===== src/rtl/video_pattern_src_core_pkg.sv =====
// Shared types for the video pattern source: pattern modes, register map, frame coordinates.
package video_pattern_src_core_pkg;

    typedef enum logic [1:0] {
        PM_SOLID   = 2'd0,
        PM_BARS    = 2'd1,
        PM_CHECKER = 2'd2,
        PM_GRAD    = 2'd3
    } pattern_mode_t;

    localparam logic [1:0] REG_CTRL  = 2'd0;
    localparam logic [1:0] REG_COLOR = 2'd1;
    localparam logic [1:0] REG_CHK   = 2'd2;
    localparam logic [1:0] REG_FCNT  = 2'd3;

    // Coordinate width covers up to 2047 pixels/lines.
    localparam int FC_W = 11;

    typedef struct packed {
        logic [FC_W-1:0] hc;
        logic [FC_W-1:0] vc;
    } vga_fc_t;

endpackage


===== src/rtl/video_pattern_gen.sv =====
// Combinational pattern colour for one pixel from its coordinates and the frame's settings.
module video_pattern_gen
    import video_pattern_src_core_pkg::*;
#(
    parameter int RSIZE     = 4,
    parameter int GSIZE     = 4,
    parameter int BSIZE     = 4,
    parameter int RGB_SIZE  = RSIZE + GSIZE + BSIZE,
    parameter int H_DISPLAY = 640,
    parameter int X_W       = 10,
    parameter int Y_W       = 9
) (
    input  logic [X_W-1:0]      i_x,
    input  logic [Y_W-1:0]      i_y,
    input  pattern_mode_t       i_mode,
    input  logic [RGB_SIZE-1:0] i_color,
    input  logic [3:0]          i_chk_shift,
    input  logic [GSIZE-1:0]    i_lvl,
    output logic [RGB_SIZE-1:0] o_rgb
);

    localparam int BAR_W = H_DISPLAY / 8;
    localparam int C_W   = (X_W > Y_W) ? X_W : Y_W;

    logic [2:0]       w_bar;
    logic             w_chk;
    logic [RSIZE-1:0] w_gr;
    logic [BSIZE-1:0] w_gb;

    // Bar index from constant thresholds; no divider on x.
    always_comb begin
        w_bar = '0;
        for (int k = 1; k < 8; k++) begin
            if (int'(i_x) >= k * BAR_W) w_bar = 3'(k);
        end
    end

    // (x>>s)^(y>>s) has the same lsb as (x^y)>>s.
    assign w_chk = |(((C_W'(i_x) ^ C_W'(i_y)) >> i_chk_shift) & C_W'(1));

    // Ramp level is green-width; red/blue take it msb-aligned.
    assign w_gr = RSIZE'({i_lvl, {RSIZE{1'b0}}} >> GSIZE);
    assign w_gb = BSIZE'({i_lvl, {BSIZE{1'b0}}} >> GSIZE);

    always_comb begin
        o_rgb = i_color;
        case (i_mode)
            PM_SOLID:   o_rgb = i_color;
            PM_BARS:    o_rgb = {{RSIZE{w_bar[2]}}, {GSIZE{w_bar[1]}}, {BSIZE{w_bar[0]}}};
            PM_CHECKER: o_rgb = {RGB_SIZE{w_chk}};
            PM_GRAD:    o_rgb = {w_gr, i_lvl, w_gb};
            default:    o_rgb = i_color;
        endcase
    end

endmodule


===== src/rtl/video_pattern_src_core.sv =====
// Test-pattern stream source with Avalon-MM register file and vld/rdy pixel output.
// Optional frame counter at register 0x3 when VIDEO_PATTERN_FRAME_CNT_EN is defined.
module video_pattern_src_core
    import video_pattern_src_core_pkg::*;
#(
    parameter int RSIZE     = 4,
    parameter int GSIZE     = 4,
    parameter int BSIZE     = 4,
    parameter int RGB_SIZE  = RSIZE + GSIZE + BSIZE,
    parameter int H_DISPLAY = 640,
    parameter int V_DISPLAY = 480
) (
    input  logic                i_clk,
    input  logic                i_rst,
    input  logic                i_avs_write,
    input  logic                i_avs_read,
    input  logic [1:0]          i_avs_address,
    input  logic [31:0]         i_avs_writedata,
    output logic [31:0]         o_avs_readdata,
    input  logic                i_snk_rdy,
    output logic                o_snk_vld,
    output vga_fc_t             o_snk_fc,
    output logic [RGB_SIZE-1:0] o_snk_rgb
);

    localparam int X_W      = $clog2(H_DISPLAY);
    localparam int Y_W      = $clog2(V_DISPLAY);
    localparam int STEP_RAW = H_DISPLAY >> GSIZE;
    localparam int STEP     = (STEP_RAW < 1) ? 1 : STEP_RAW;
    localparam int S_W      = $clog2(STEP + 1);
    localparam logic [GSIZE-1:0] LVL_MAX = '1;

    logic                r_enable;
    pattern_mode_t       r_mode;
    logic [RGB_SIZE-1:0] r_color;
    logic [3:0]          r_chk_shift;
    pattern_mode_t       r_sh_mode;
    logic [RGB_SIZE-1:0] r_sh_color;
    logic [3:0]          r_sh_shift;
    logic [X_W-1:0]      r_x;
    logic [Y_W-1:0]      r_y;
    logic [S_W-1:0]      r_rcnt;
    logic [GSIZE-1:0]    r_lvl;

    logic                w_origin;
    logic                w_run;
    logic                w_load;
    logic                w_x_last;
    logic                w_y_last;
    pattern_mode_t       w_mode;
    logic [RGB_SIZE-1:0] w_color;
    logic [3:0]          w_shift;
    logic [RGB_SIZE-1:0] w_rgb;
    logic                w_unused_wdata;

    assign w_unused_wdata = ^i_avs_writedata[31:RGB_SIZE];

    assign w_origin = (r_x == '0) && (r_y == '0);
    // A started frame always runs to completion; enable only gates the frame start.
    assign w_run    = r_enable || !w_origin;
    assign w_load   = w_run && (!o_snk_vld || i_snk_rdy);
    assign w_x_last = (r_x == X_W'(H_DISPLAY - 1));
    assign w_y_last = (r_y == Y_W'(V_DISPLAY - 1));

    // The frame's first pixel sees the programmed values, which become the shadow on that load.
    assign w_mode  = w_origin ? r_mode      : r_sh_mode;
    assign w_color = w_origin ? r_color     : r_sh_color;
    assign w_shift = w_origin ? r_chk_shift : r_sh_shift;

    video_pattern_gen #(
        .RSIZE     (RSIZE),
        .GSIZE     (GSIZE),
        .BSIZE     (BSIZE),
        .RGB_SIZE  (RGB_SIZE),
        .H_DISPLAY (H_DISPLAY),
        .X_W       (X_W),
        .Y_W       (Y_W)
    ) u_gen (
        .i_x         (r_x),
        .i_y         (r_y),
        .i_mode      (w_mode),
        .i_color     (w_color),
        .i_chk_shift (w_shift),
        .i_lvl       (r_lvl),
        .o_rgb       (w_rgb)
    );

    always_ff @(posedge i_clk) begin
        if (i_rst) begin
            r_enable    <= 1'b0;
            r_mode      <= PM_SOLID;
            r_color     <= '0;
            r_chk_shift <= '0;
        end else if (i_avs_write) begin
            case (i_avs_address)
                REG_CTRL: begin
                    r_enable <= i_avs_writedata[0];
                    r_mode   <= pattern_mode_t'(i_avs_writedata[2:1]);
                end
                REG_COLOR: r_color     <= i_avs_writedata[RGB_SIZE-1:0];
                REG_CHK:   r_chk_shift <= i_avs_writedata[3:0];
                default: ;
            endcase
        end
    end

`ifdef VIDEO_PATTERN_FRAME_CNT_EN
    logic [31:0] r_fcnt;

    always_ff @(posedge i_clk) begin
        if (i_rst) begin
            r_fcnt <= '0;
        end else if (i_avs_write && (i_avs_address == REG_FCNT)) begin
            r_fcnt <= '0;
        end else if (o_snk_vld && i_snk_rdy &&
                     (o_snk_fc.hc == FC_W'(H_DISPLAY - 1)) &&
                     (o_snk_fc.vc == FC_W'(V_DISPLAY - 1))) begin
            r_fcnt <= r_fcnt + 32'd1;
        end
    end
`endif

    always_ff @(posedge i_clk) begin
        if (i_rst) begin
            o_avs_readdata <= '0;
        end else if (i_avs_read) begin
            case (i_avs_address)
                REG_CTRL:  o_avs_readdata <= {29'd0, r_mode, r_enable};
                REG_COLOR: o_avs_readdata <= 32'(r_color);
                REG_CHK:   o_avs_readdata <= {28'd0, r_chk_shift};
`ifdef VIDEO_PATTERN_FRAME_CNT_EN
                default:   o_avs_readdata <= r_fcnt;
`else
                default:   o_avs_readdata <= '0;
`endif
            endcase
        end
    end

    always_ff @(posedge i_clk) begin
        if (i_rst) begin
            o_snk_vld  <= 1'b0;
            o_snk_fc   <= '0;
            o_snk_rgb  <= '0;
            r_sh_mode  <= PM_SOLID;
            r_sh_color <= '0;
            r_sh_shift <= '0;
            r_x        <= '0;
            r_y        <= '0;
            r_rcnt     <= '0;
            r_lvl      <= '0;
        end else if (w_load) begin
            o_snk_vld   <= 1'b1;
            o_snk_fc.hc <= FC_W'(r_x);
            o_snk_fc.vc <= FC_W'(r_y);
            o_snk_rgb   <= w_rgb;
            if (w_origin) begin
                r_sh_mode  <= r_mode;
                r_sh_color <= r_color;
                r_sh_shift <= r_chk_shift;
            end
            if (w_x_last) begin
                r_x    <= '0;
                r_y    <= w_y_last ? '0 : r_y + 1'b1;
                r_rcnt <= '0;
                r_lvl  <= '0;
            end else begin
                r_x <= r_x + 1'b1;
                // Ramp level tracks x in steps of STEP pixels, clamped at full scale.
                if (r_rcnt == S_W'(STEP - 1)) begin
                    r_rcnt <= '0;
                    if (r_lvl != LVL_MAX) r_lvl <= r_lvl + 1'b1;
                end else begin
                    r_rcnt <= r_rcnt + 1'b1;
                end
            end
        end else if (i_snk_rdy) begin
            o_snk_vld <= 1'b0;
        end
    end

endmodule


===== config.mk =====
export PLATFORM = sky130hd
export DESIGN_NAME = video_pattern_src_core
export DESIGN_NICKNAME = d
export VERILOG_FILES = /design/src/rtl/video_pattern_src_core_pkg.sv /design/src/rtl/video_pattern_gen.sv /design/src/rtl/video_pattern_src_core.sv
export SDC_FILE = /design/constraint.sdc
export NUM_CORES = 1
export LEC_CHECK = 0
export BUFFER_PORTS_ARGS = -buffer_cell sky130_fd_sc_hd__buf_2
export CORE_UTILIZATION = 49
export CTS_CLUSTER_DIAMETER = 80
export DETAILED_ROUTE_END_ITERATION = 16
export PLACE_DENSITY = 0.71
export REMOVE_ABC_BUFFERS = 1
export SLEW_MARGIN = 20
export SYNTH_ARGS = -nofsm -noshare
export SYNTH_HDL_FRONTEND = slang
export SYNTH_SLANG_ARGS = --single-unit

===== constraint.sdc =====
create_clock -name i_clk -period 4.8 [get_ports i_clk]
set_input_delay 0.48 -clock i_clk [delete_from_list [all_inputs] [get_ports i_clk]]
set_output_delay 0.48 -clock i_clk [all_outputs]
set_load 0.01 [all_outputs]

==> results.md, run 1 <==
* GRT Resource Usage Total at 0.226
* Crit path cell chain: inv_1 -> ha_1 -> nor4bb_1 -> nand4_1 -> o31ai_4 -> nor2_1 -> nand2_1 -> a21oi_1
* Commonest cells post-synth: nand2_1, dfxtp_1, a21oi_1, nor2_1, nand3_1
* Gpl congestion at 0.825
* Crit path DAT at 3.43 ns
* Port buffer count at 62
* Reg2Reg Depth at 8
* Post-CTS setup repair buffer count at 0
* Worst Path Buf+Inv at 1
* Crit. End Element: register
* Hold endpoint: r_color[7]
* Htree depth at 3
* Mapped Avg Cell Area at 7.75 sq um
* Sink Count at 110
* Max VDD drop at 0.000366 V
* Register area share after synthesis at 0.400
* Ant. Diodes at 0
* Post-placement cell count at 860
* CTS Hold Buffers Added at 0
* Max FO, Critical Path at 20
* Layout cell share with drive strength beyond 1 at 0.128
* F_max at 0.312 GHz
* RSZ-0062 raised after global routing: no
* Detail Placement HPWL at 8.74 mm
* Post-synth ARST share at 0
* Via density at 5.64
* P_leak at 2.22 nW
* Slowest stage delay, CP at 0.84 ns
* CP top delay family: simple AND/OR/NAND/NOR gates
* Clk root buf: clkbuf_8
* RR Startpoint: r_x[0]
* WP data required at 5.03 ns
* Min-Delay Path Depth at 3
* CP max-delay cell: o31ai_4
* Yosys top cell by area: dfxtp_1
* Final Max Slew Viols at 0
* Nets at 776
* Crit path time final at 3.20 ns
* Drt wl/cell at 14.6 um
* Metal2 WL at 6.07 mm
* Final core occ at 0.545
* FF+latch count, synth at 110
* Post-synth EDFFs at 0
* Worst slew margin at 0.274
* Row cnt at 38
* Largest net degree at the start of global routing at 69
* WL met3 at 720 um
* Pwr/cell area at 409 mW/mm^2
* Crit start category: register
* Worst-path clk slew at 0.10 ns
* Met1 WL at 5.77 mm
* Maxcap violations at 0
* R2R Setup Slk at 1.60 ns
* Fin crit share at 0.667
* DR pass1 iterations at 5
* Synth Flop Type: dfxtp_1
* Largest cells by area after synthesis: dfxtp_1, a21oi_1, nand2_1
* Grt ovf at 0
* Routed WL at 12.8 mm
* Initial core utilization at 0.506
* First-pass GRT wire length at 20.8 mm
* Most common cell in the netlist: nand2_1
* Worst Hold Class: in2reg
* Core area at 0.0109 sq mm
* DIE AREA at 0.0117 sq mm
* Remaining DRCs at 0
* Via count at 4934
* Initial DRC count at 428
* Synth warnings at 0
* Syn Std Cell Area at 0.00551 sq mm
* Cells after Synth at 711
* Number of I/O pins at 106
* Layout Cells excl Fill at 875
* Initial antenna violation count at 0
* Total negative setup slack at 0 ns
* Synthesis-to-layout area growth at 7.63%
* CTS tree: yes
* Maximum clock insertion buffer count at 2
* Setup violations, final at 0
* Worst Tran Pin Value at 1.09 ns
* Worst clock skew at 0.00918 ns
* Hold_sp: i_avs_writedata[7]
* Die Y-Extent at 108 um
* Proportion of netlist area held by the largest area contributor at 0.400
* Vias in the first global route at 4421
* CTS Buf Count at 9
* Antenna-violating nets left at 0
* Chip Width at 108 um
* Clk Latency, worst-skew pair at 0.38 ns
* CP Class: reg2reg
* Cts repair resizes at 0
* R2R Path End: r_sh_shift[1]
* Final Hold Viols at 0
* DR top layer: met4
* Yosys cell types at 59
* Status: complete, no violations
## logic make-up after synthesis
group | after synthesis | synth area share
adders and majority gates | 7 | 0.0154
muxes | 14 | 0.0282
other | 1 | 0.000681
buffers and inverters | 100 | 0.0913
AOI/OAI and AO/OA | 170 | 0.180
xor gates and xnor gates | 29 | 0.0461
and+or+nand+nor | 280 | 0.239
DFF | 110 | 0.400
## report_power, final
group / switching (mW) / total [mW] / internal [mW]
clock: 0.298 / 0.616 / 0.318
combinational: 0.508 / 0.743 / 0.235
sequential: 0.0759 / 1.07 / 0.990
total: 0.883 / 2.43 / 1.54
## worst reg2reg max path, cell delays in order, from the launching register on
cell	delay (ns)
dfxtp_1	0.39
inv_1	0.11
ha_1	0.17
nor4bb_1	0.42
nand4_1	0.37
o31ai_4	0.84
nor2_1	0.49
nand2_1	0.20
a21oi_1	0.08
## cell usage in the layout, fill, tap and decap left out, drive strengths merged, types with 9 or more instances in the layout
cell type / netlist / routed
o31ai: 13 / 13
xor2: 17 / 17
nand3: 50 / 50
buf: 42 / 66
a31oi: 13 / 13
nand4: 10 / 10
xnor2: 12 / 12
nor2: 52 / 52
inv: 21 / 21
nand2: 116 / 116
nor4: 10 / 10
o21ai: 19 / 19
dfxtp: 110 / 110
conb: 1 / 23
a21oi: 98 / 98
mux2i: 11 / 11
nand2b: 9 / 9
clkbuf: 37 / 11
## registers in the layout, summed over array words and instances, names as in the netlist
name	flops
r_y	9
r_sh_color	12
o_snk_rgb	12
o_snk_vld	1
r_x	10
o_snk_fc	19
r_rcnt	6
r_chk_shift	4
r_sh_mode	2
r_lvl	4
r_mode	2
o_avs_readdata	12
r_enable	1
r_sh_shift	4
r_color	12
## stage by stage
stage	total power, mW	instance area [sq um]	setup slack [ns]	hold WS [ns]
6_report	2.43	5930	1.60	0.329
5_1_grt	2.56	5930	1.23	0.321
4_1_cts	2.43	5930	1.58	0.315
3_5_place_dp	1.82	5710	1.60	0.444
3_3_place_gp	1.79	5710	1.76	0.435
2_1_floorplan	1.55	5170	0.654	0.422
## per-layer routing
metal,vias up,track usage
met3,17,0.0428
met5,-,0
met2,162,0.363
met4,0,0.0900
met1,2310,0.298
li1,2445,-
## worst max-delay path by stage
stage | start | end | slack [ns] | cells after the start
floorplan | r_x[0] | r_sh_color[0] | 0.65 | 8
global route | r_x[0] | r_rcnt[4] | 1.23 | 8
CTS | r_x[0] | r_rcnt[4] | 1.58 | 8
finish | r_x[0] | r_sh_shift[1] | 1.60 | 8
detailed placement | r_x[0] | r_rcnt[4] | 1.60 | 8
global placement | r_x[0] | r_rcnt[4] | 1.76 | 8
## cell type report
cell class                      count  area (sq um)
Fill cell                        1063          4960
Inverter                           21          78.8
Clock buffer                       11           151
Clock inverter                      4          70.1
Timing Repair Buffer               66           353
Sequential cell                   110          2200
Multi-Input combinational cell    523          2900
Tap cell                          140           175
Power figures use the tool's default switching activity.
==> run 2, diff against run 1 <==
clock period = 3.25 ns   (was 4.8 ns; I/O delays follow)
==> results.md, run 2 (synthesized netlist as in run 1, its figures left out) <==
* Synthesis-to-layout area growth at 7.29% (was 7.63%)
* Crit start category: register (unchanged)
* Port buffer count at 62 (unchanged)
* Remaining DRCs at 0 (unchanged)
* Commonest non-fill, non-tap cells in the layout: nand2_1, dfxtp_1, a21oi_1, buf_2, nor2_1 (unchanged)
* Largest net degree at the start of global routing at 64 (was 69)
* CTS Buf Count at 9 (unchanged)
* Worst-path clk slew at 0.10 ns (about the same)
* Vias in the first global route at 4429 (was 4421)
* Pwr/cell area at 583 mW/mm^2 (was 409 mW/mm^2)
* RSZ-0062 raised after global routing: no (unchanged)
* Routed WL at 12.8 mm (about the same)
* Final core occ at 0.543 (was 0.545)
* F_max at 0.355 GHz (was 0.312 GHz)
* Final Max Slew Viols at 0 (unchanged)
* Worst clock skew at 0.0108 ns (was 0.00918 ns)
* Status: complete, no violations (unchanged)
* Placement Setup Slack at 0.435 ns (was 1.60 ns)
* Grt ovf at 0 (unchanged)
* CP Class: reg2reg (unchanged)
* Sink Count at 110 (unchanged)
* Worst Path Buf+Inv at 1 (unchanged)
* CP top delay family: simple AND/OR/NAND/NOR gates (unchanged)
* Final worst slack at 0.433 ns (was 1.60 ns)
* Worst Tran Pin Value at 0.738 ns (was 1.09 ns)
* Via count at 4928 (was 4934)
* First-pass GRT wire length at 21.1 mm (was 20.8 mm)
* Via density at 5.59 (was 5.64)
* Ant. Diodes at 0 (unchanged)
* WP data required at 3.57 ns (was 5.03 ns)
* Core area at 0.0109 sq mm (unchanged)
* Initial antenna violation count at 0 (unchanged)
* Slowest stage delay, CP at 0.53 ns (was 0.84 ns)
* Final Hold Viols at 0 (unchanged)
* Maximum clock insertion buffer count at 2 (unchanged)
* Initial core utilization at 0.506 (unchanged)
* Min-Delay Path Depth at 3 (unchanged)
* Fin crit share at 0.867 (was 0.667)
* Maxcap violations at 0 (unchanged)
* Gpl congestion at 0.835 (was 0.825)
* Most common cell after layout, fill and taps aside: nand2_1 (unchanged)
* CTS tree: yes (unchanged)
* GRT Resource Usage Total at 0.229 (was 0.226)
* Crit path cell chain: inv_1 -> ha_1 -> nor4bb_1 -> nand4_1 -> o31a_2 -> nand3_1 -> nand2_1 -> a21oi_1 (was inv_1 -> ha_1 -> nor4bb_1 -> nand4_1 -> o31ai_4 -> nor2_1 -> nand2_1 -> a21oi_1)
* CTS Hold Buffers Added at 0 (unchanged)
* Crit. End Element: register (unchanged)
* Chip Width at 108 um (unchanged)
* Worst slew margin at 0.507 (was 0.274)
* DR pass1 iterations at 7 (was 5)
* Max FO, Critical Path at 15 (was 20)
* Post-CTS setup repair buffer count at 0 (unchanged)
* Initial DRC count at 377 (was 428)
* Nets at 781 (was 776)
* Detail Placement HPWL at 8.88 mm (was 8.74 mm)
* Max reg flops at 19 (unchanged)
* Clk root buf: clkbuf_8 (unchanged)
* Layout cell share with drive strength beyond 1 at 0.131 (was 0.128)
* Antenna-violating nets left at 0 (unchanged)
* Row cnt at 38 (unchanged)
* Setup violations, final at 0 (unchanged)
* Post-placement cell count at 865 (was 860)
* Drt wl/cell at 14.6 um (about the same)
* Reg2Reg Depth at 8 (unchanged)
* Layout Cells excl Fill at 881 (was 875)
* Max VDD drop at 0.000328 V (was 0.000366 V)
* Die Y-Extent at 108 um (unchanged)
* Levels on crit path at 8 (unchanged)
* Cts repair resizes at 0 (unchanged)
* Crit path DAT at 3.14 ns (was 3.43 ns)
* Clk Latency, worst-skew pair at 0.39 ns (was 0.38 ns)
* P_leak at 2.20 nW (was 2.22 nW)
* Number of I/O pins at 106 (unchanged)
* Worst Hold Class: in2reg (unchanged)
* CP max-delay cell: o31a_2 (was o31ai_4)
* DIE AREA at 0.0117 sq mm (unchanged)
* Crit path time final at 2.82 ns (was 3.20 ns)
* Htree depth at 3 (unchanged)
* Reg with most FFs: o_snk_fc (unchanged)
* Filler Cells Inserted at 1036 (was 1063)
==> run 2: cell count changes in the layout (fill, tap and decap cells not counted), sizes merged <==
cell,before,now
buf,66,71
bufinv,2,0
clkinvlp,0,3
==> run 2: layout make-up <==
cell class | instances | area, sq um | area share
multi-input combinational | 523 | 2900 | 0.490
sequential | 110 | 2200 | 0.373
timing repair buffer | 71 | 390 | 0.0660
tap | 140 | 175 | 0.0296
clock buffer | 11 | 131 | 0.0222
inverter | 21 | 78.8 | 0.0133
clock inverter | 5 | 36.3 | 0.00614
==> run 2: power breakdown <==
part	leakage, nW	total [mW]	internal [mW]	switching, mW
clock network	0.0755	0.752	0.280	0.472
registers	0.890	1.57	1.46	0.112
logic	1.24	1.12	0.373	0.748
total	2.20	3.45	2.11	1.33
==> run 2: final timing paths <==
path	from	end	slack, ns
hold / removal	i_avs_writedata[11]	r_color[11]	0.16
setup / recovery	r_x[0]	r_sh_color[10]	0.43
setup reg to reg	r_x[0]	r_sh_color[10]	0.43
hold reg to reg	o_snk_fc[13]	o_snk_fc[13]	0.46
==> run 2: layer usage <==
layer / share of wire / track usage
met5: 0 / 0
met4: 0.018 / 0.0881
met3: 0.047 / 0.0524
met2: 0.48 / 0.364
met1: 0.46 / 0.299
==> run 2: through the flow <==
stage / setup TNS [ns] / cell area (sq um) / power, mW / hold WS [ns]
after floorplan: -34.75 / 5170 / 2.28 / 0.394
after global placement: 0 / 5740 / 2.68 / 0.435
after detailed placement: 0 / 5740 / 2.72 / 0.444
after CTS: 0 / 5910 / 3.46 / 0.144
after global routing: 0 / 5910 / 3.66 / 0.143
final: 0 / 5910 / 3.45 / 0.162
==> run 2: worst min-delay path, stage by stage <==
cell	delay [ns]
buf_2	0.10
nand2_1	0.05
a21oi_1	0.05
==> run 3, diff against run 2 <==
CAP_MARGIN = 5   (was unset)
CELL_PAD_IN_SITES_DETAIL_PLACEMENT = 2   (was unset)
CELL_PAD_IN_SITES_GLOBAL_PLACEMENT = 2   (was unset)
CORE_UTILIZATION = 32   (was 49)
PLACE_DENSITY = 0.79   (was 0.71)
==> results.md, run 3 (synthesized netlist as in run 1, its figures left out) <==
* Ant. Diodes at 0 (unchanged)
* Synthesis-to-layout area growth at 13.1% (was 7.29%)
* Commonest non-fill, non-tap cells in the layout: nand2_1, dfxtp_1, a21oi_1, buf_2, nor2_1 (unchanged)
* Worst Hold Class: in2reg (unchanged)
* Clk Latency, worst-skew pair at 0.36 ns (was 0.39 ns)
* Number of I/O pins at 106 (unchanged)
* Crit path time final at 2.89 ns (was 2.82 ns)
* Hold endpoint: r_color[6] (was r_color[11])
* Via density at 5.38 (was 5.59)
* Placement Setup Slack at 0.419 ns (was 0.435 ns)
* Final core occ at 0.373 (was 0.543)
* Post-CTS setup repair buffer count at 0 (unchanged)
* Layout Cells excl Fill at 968 (was 881)
* Die Y-Extent at 133 um (was 108 um)
* Final worst slack at 0.356 ns (was 0.433 ns)
* Sink Count at 110 (unchanged)
* Cts repair resizes at 0 (unchanged)
* Nets at 788 (was 781)
* DR pass1 iterations at 6 (was 7)
* Slowest stage delay, CP at 0.51 ns (was 0.53 ns)
* Status: complete, no violations (unchanged)
* R2R Path End: r_sh_shift[2] (was r_sh_color[10])
* Initial DRC count at 241 (was 377)
* Routed WL at 18.0 mm (was 12.8 mm)
* P_leak at 2.32 nW (was 2.20 nW)
* Remaining DRCs at 0 (unchanged)
* Final Hold Viols at 0 (unchanged)
* DIE AREA at 0.0177 sq mm (was 0.0117 sq mm)
* Hold_sp: i_avs_writedata[6] (was i_avs_writedata[11])
* Maxcap violations at 0 (unchanged)
* Drt wl/cell at 18.6 um (was 14.6 um)
* Final Max Slew Viols at 0 (unchanged)
* CP Class: reg2reg (unchanged)
* CTS Buf Count at 9 (unchanged)
* Row cnt at 47 (was 38)
* Initial antenna violation count at 0 (unchanged)
* Vias in the first global route at 5704 (was 4429)
* RR Startpoint: r_x[0] (unchanged)
* Crit path DAT at 3.19 ns (was 3.14 ns)
* R2R Setup Slk at 0.36 ns (was 0.43 ns)
* First-pass GRT wire length at 29.6 mm (was 21.1 mm)
* Detail Placement HPWL at 12.8 mm (was 8.88 mm)
* RSZ-0062 raised after global routing: no (unchanged)
* Crit start category: register (unchanged)
* Max reg flops at 19 (unchanged)
* Worst clock skew at 0.00739 ns (was 0.0108 ns)
* Htree depth at 3 (unchanged)
* Port buffer count at 62 (unchanged)
* CP max-delay cell: nand3_1 (was o31a_2)
* Clk root buf: clkbuf_16 (was clkbuf_8)
* Post-placement cell count at 952 (was 865)
* Max VDD drop at 0.000287 V (was 0.000328 V)
* Most common cell after layout, fill and taps aside: nand2_1 (unchanged)
* Min-Delay Path Depth at 3 (unchanged)
* Gpl congestion at 0.775 (was 0.835)
* CTS tree: yes (unchanged)
* GRT Resource Usage Total at 0.210 (was 0.229)
* Core area at 0.0167 sq mm (was 0.0109 sq mm)
* Max FO, Critical Path at 15 (unchanged)
* Crit path cell chain: inv_1 -> ha_1 -> nor4bb_1 -> nand4_1 -> o31a_2 -> nand3_1 -> nand2_1 -> a21oi_1 (unchanged)
* WP data required at 3.54 ns (was 3.57 ns)
* Reg with most FFs: o_snk_fc (unchanged)
* Largest net degree at the start of global routing at 34 (was 64)
* Chip Width at 133 um (was 108 um)
* Setup violations, final at 0 (unchanged)
* CTS Hold Buffers Added at 0 (unchanged)
* Total negative setup slack at 0 ns (unchanged)
* Via count at 5205 (was 4928)
* Pwr/cell area at 655 mW/mm^2 (was 583 mW/mm^2)
* Layout cell share with drive strength beyond 1 at 0.140 (was 0.131)
* Worst Tran Pin Value at 0.723 ns (was 0.738 ns)
* F_max at 0.346 GHz (was 0.355 GHz)
* Crit. End Element: register (unchanged)
* Maximum clock insertion buffer count at 2 (unchanged)
* Reg2Reg Depth at 8 (unchanged)
* Fin crit share at 0.890 (was 0.867)
* Initial core utilization at 0.330 (was 0.506)
* Grt ovf at 0 (unchanged)
* Tot Pwr at 4.08 mW (was 3.45 mW)
* Worst-path clk slew at 0.08 ns (was 0.10 ns)
* Antenna-violating nets left at 0 (unchanged)
* Worst slew margin at 0.517 (was 0.507)
-- run 3: cell count changes in the layout (fill, tap and decap cells not counted), moves of 2 or more --
| cell | change |
|---|---|
| buf_4 | +8 |
| bufinv_16 | +3 |
| clkbuf_16 | +9 |
| clkbuf_8 | -8 |
| clkinvlp_4 | -2 |
-- run 3: cell type report --
| class | instances | area, sq um |
|---|---|---|
| Clock inverter | 5 | 106 |
| Tap cell | 220 | 275 |
| Clock buffer | 11 | 243 |
| Inverter | 21 | 78.8 |
| Sequential cell | 110 | 2200 |
| Fill cell | 1952 | 10500 |
| Multi-Input combinational cell | 523 | 2900 |
| Timing Repair Buffer | 78 | 430 |
-- run 3: per-stage QoR --
step	hold WS (ns)	area [sq um]
CTS	0.186	6230
global route	0.207	6230
detailed placement	0.449	5880
finish	0.203	6230
global placement	0.435	5880
floorplan	0.394	5170
-- run 3: worst max-delay path by stage --
stage                     slack, ns  depth (start not counted)   start       endpoint
final                          0.36                          8  r_x[0]  r_sh_shift[2]
after floorplan               -0.90                          8  r_x[0]  r_sh_color[0]
after detailed placement       0.42                          8  r_x[0]  r_sh_color[2]
after CTS                      0.37                          8  r_x[0]  r_sh_shift[2]
after global routing           0.19                          8  r_x[0]  r_sh_shift[0]
after global placement         0.58                          8  r_x[0]  r_sh_shift[0]
-- run 3: power breakdown --
group          internal (mW)  total, mW  switching [mW]
Combinational          0.365       1.19           0.820
Clock                  0.777       1.31           0.535
Sequential              1.46       1.58           0.122
Total                   2.60       4.08            1.48
-- run 3: critical path: cells and delay by family (launching register included) --
family / cells / cell delay, ns
fa+ha+maj: 1 / 0.18
buf+inv: 1 / 0.12
simple gates: 4 / 1.46
flops: 1 / 0.38
compound gates: 2 / 0.68
-- run 3: per-layer routing --
layer  GRT usage  wire, um  vias up  part of all wire
met3      0.0274       377       25             0.021
met5           0         0        -                 0
met1       0.257      7960     2636              0.44
li1            -         -     2457                 -
met2       0.371      9220       87              0.51
met4      0.0865       420        0             0.023
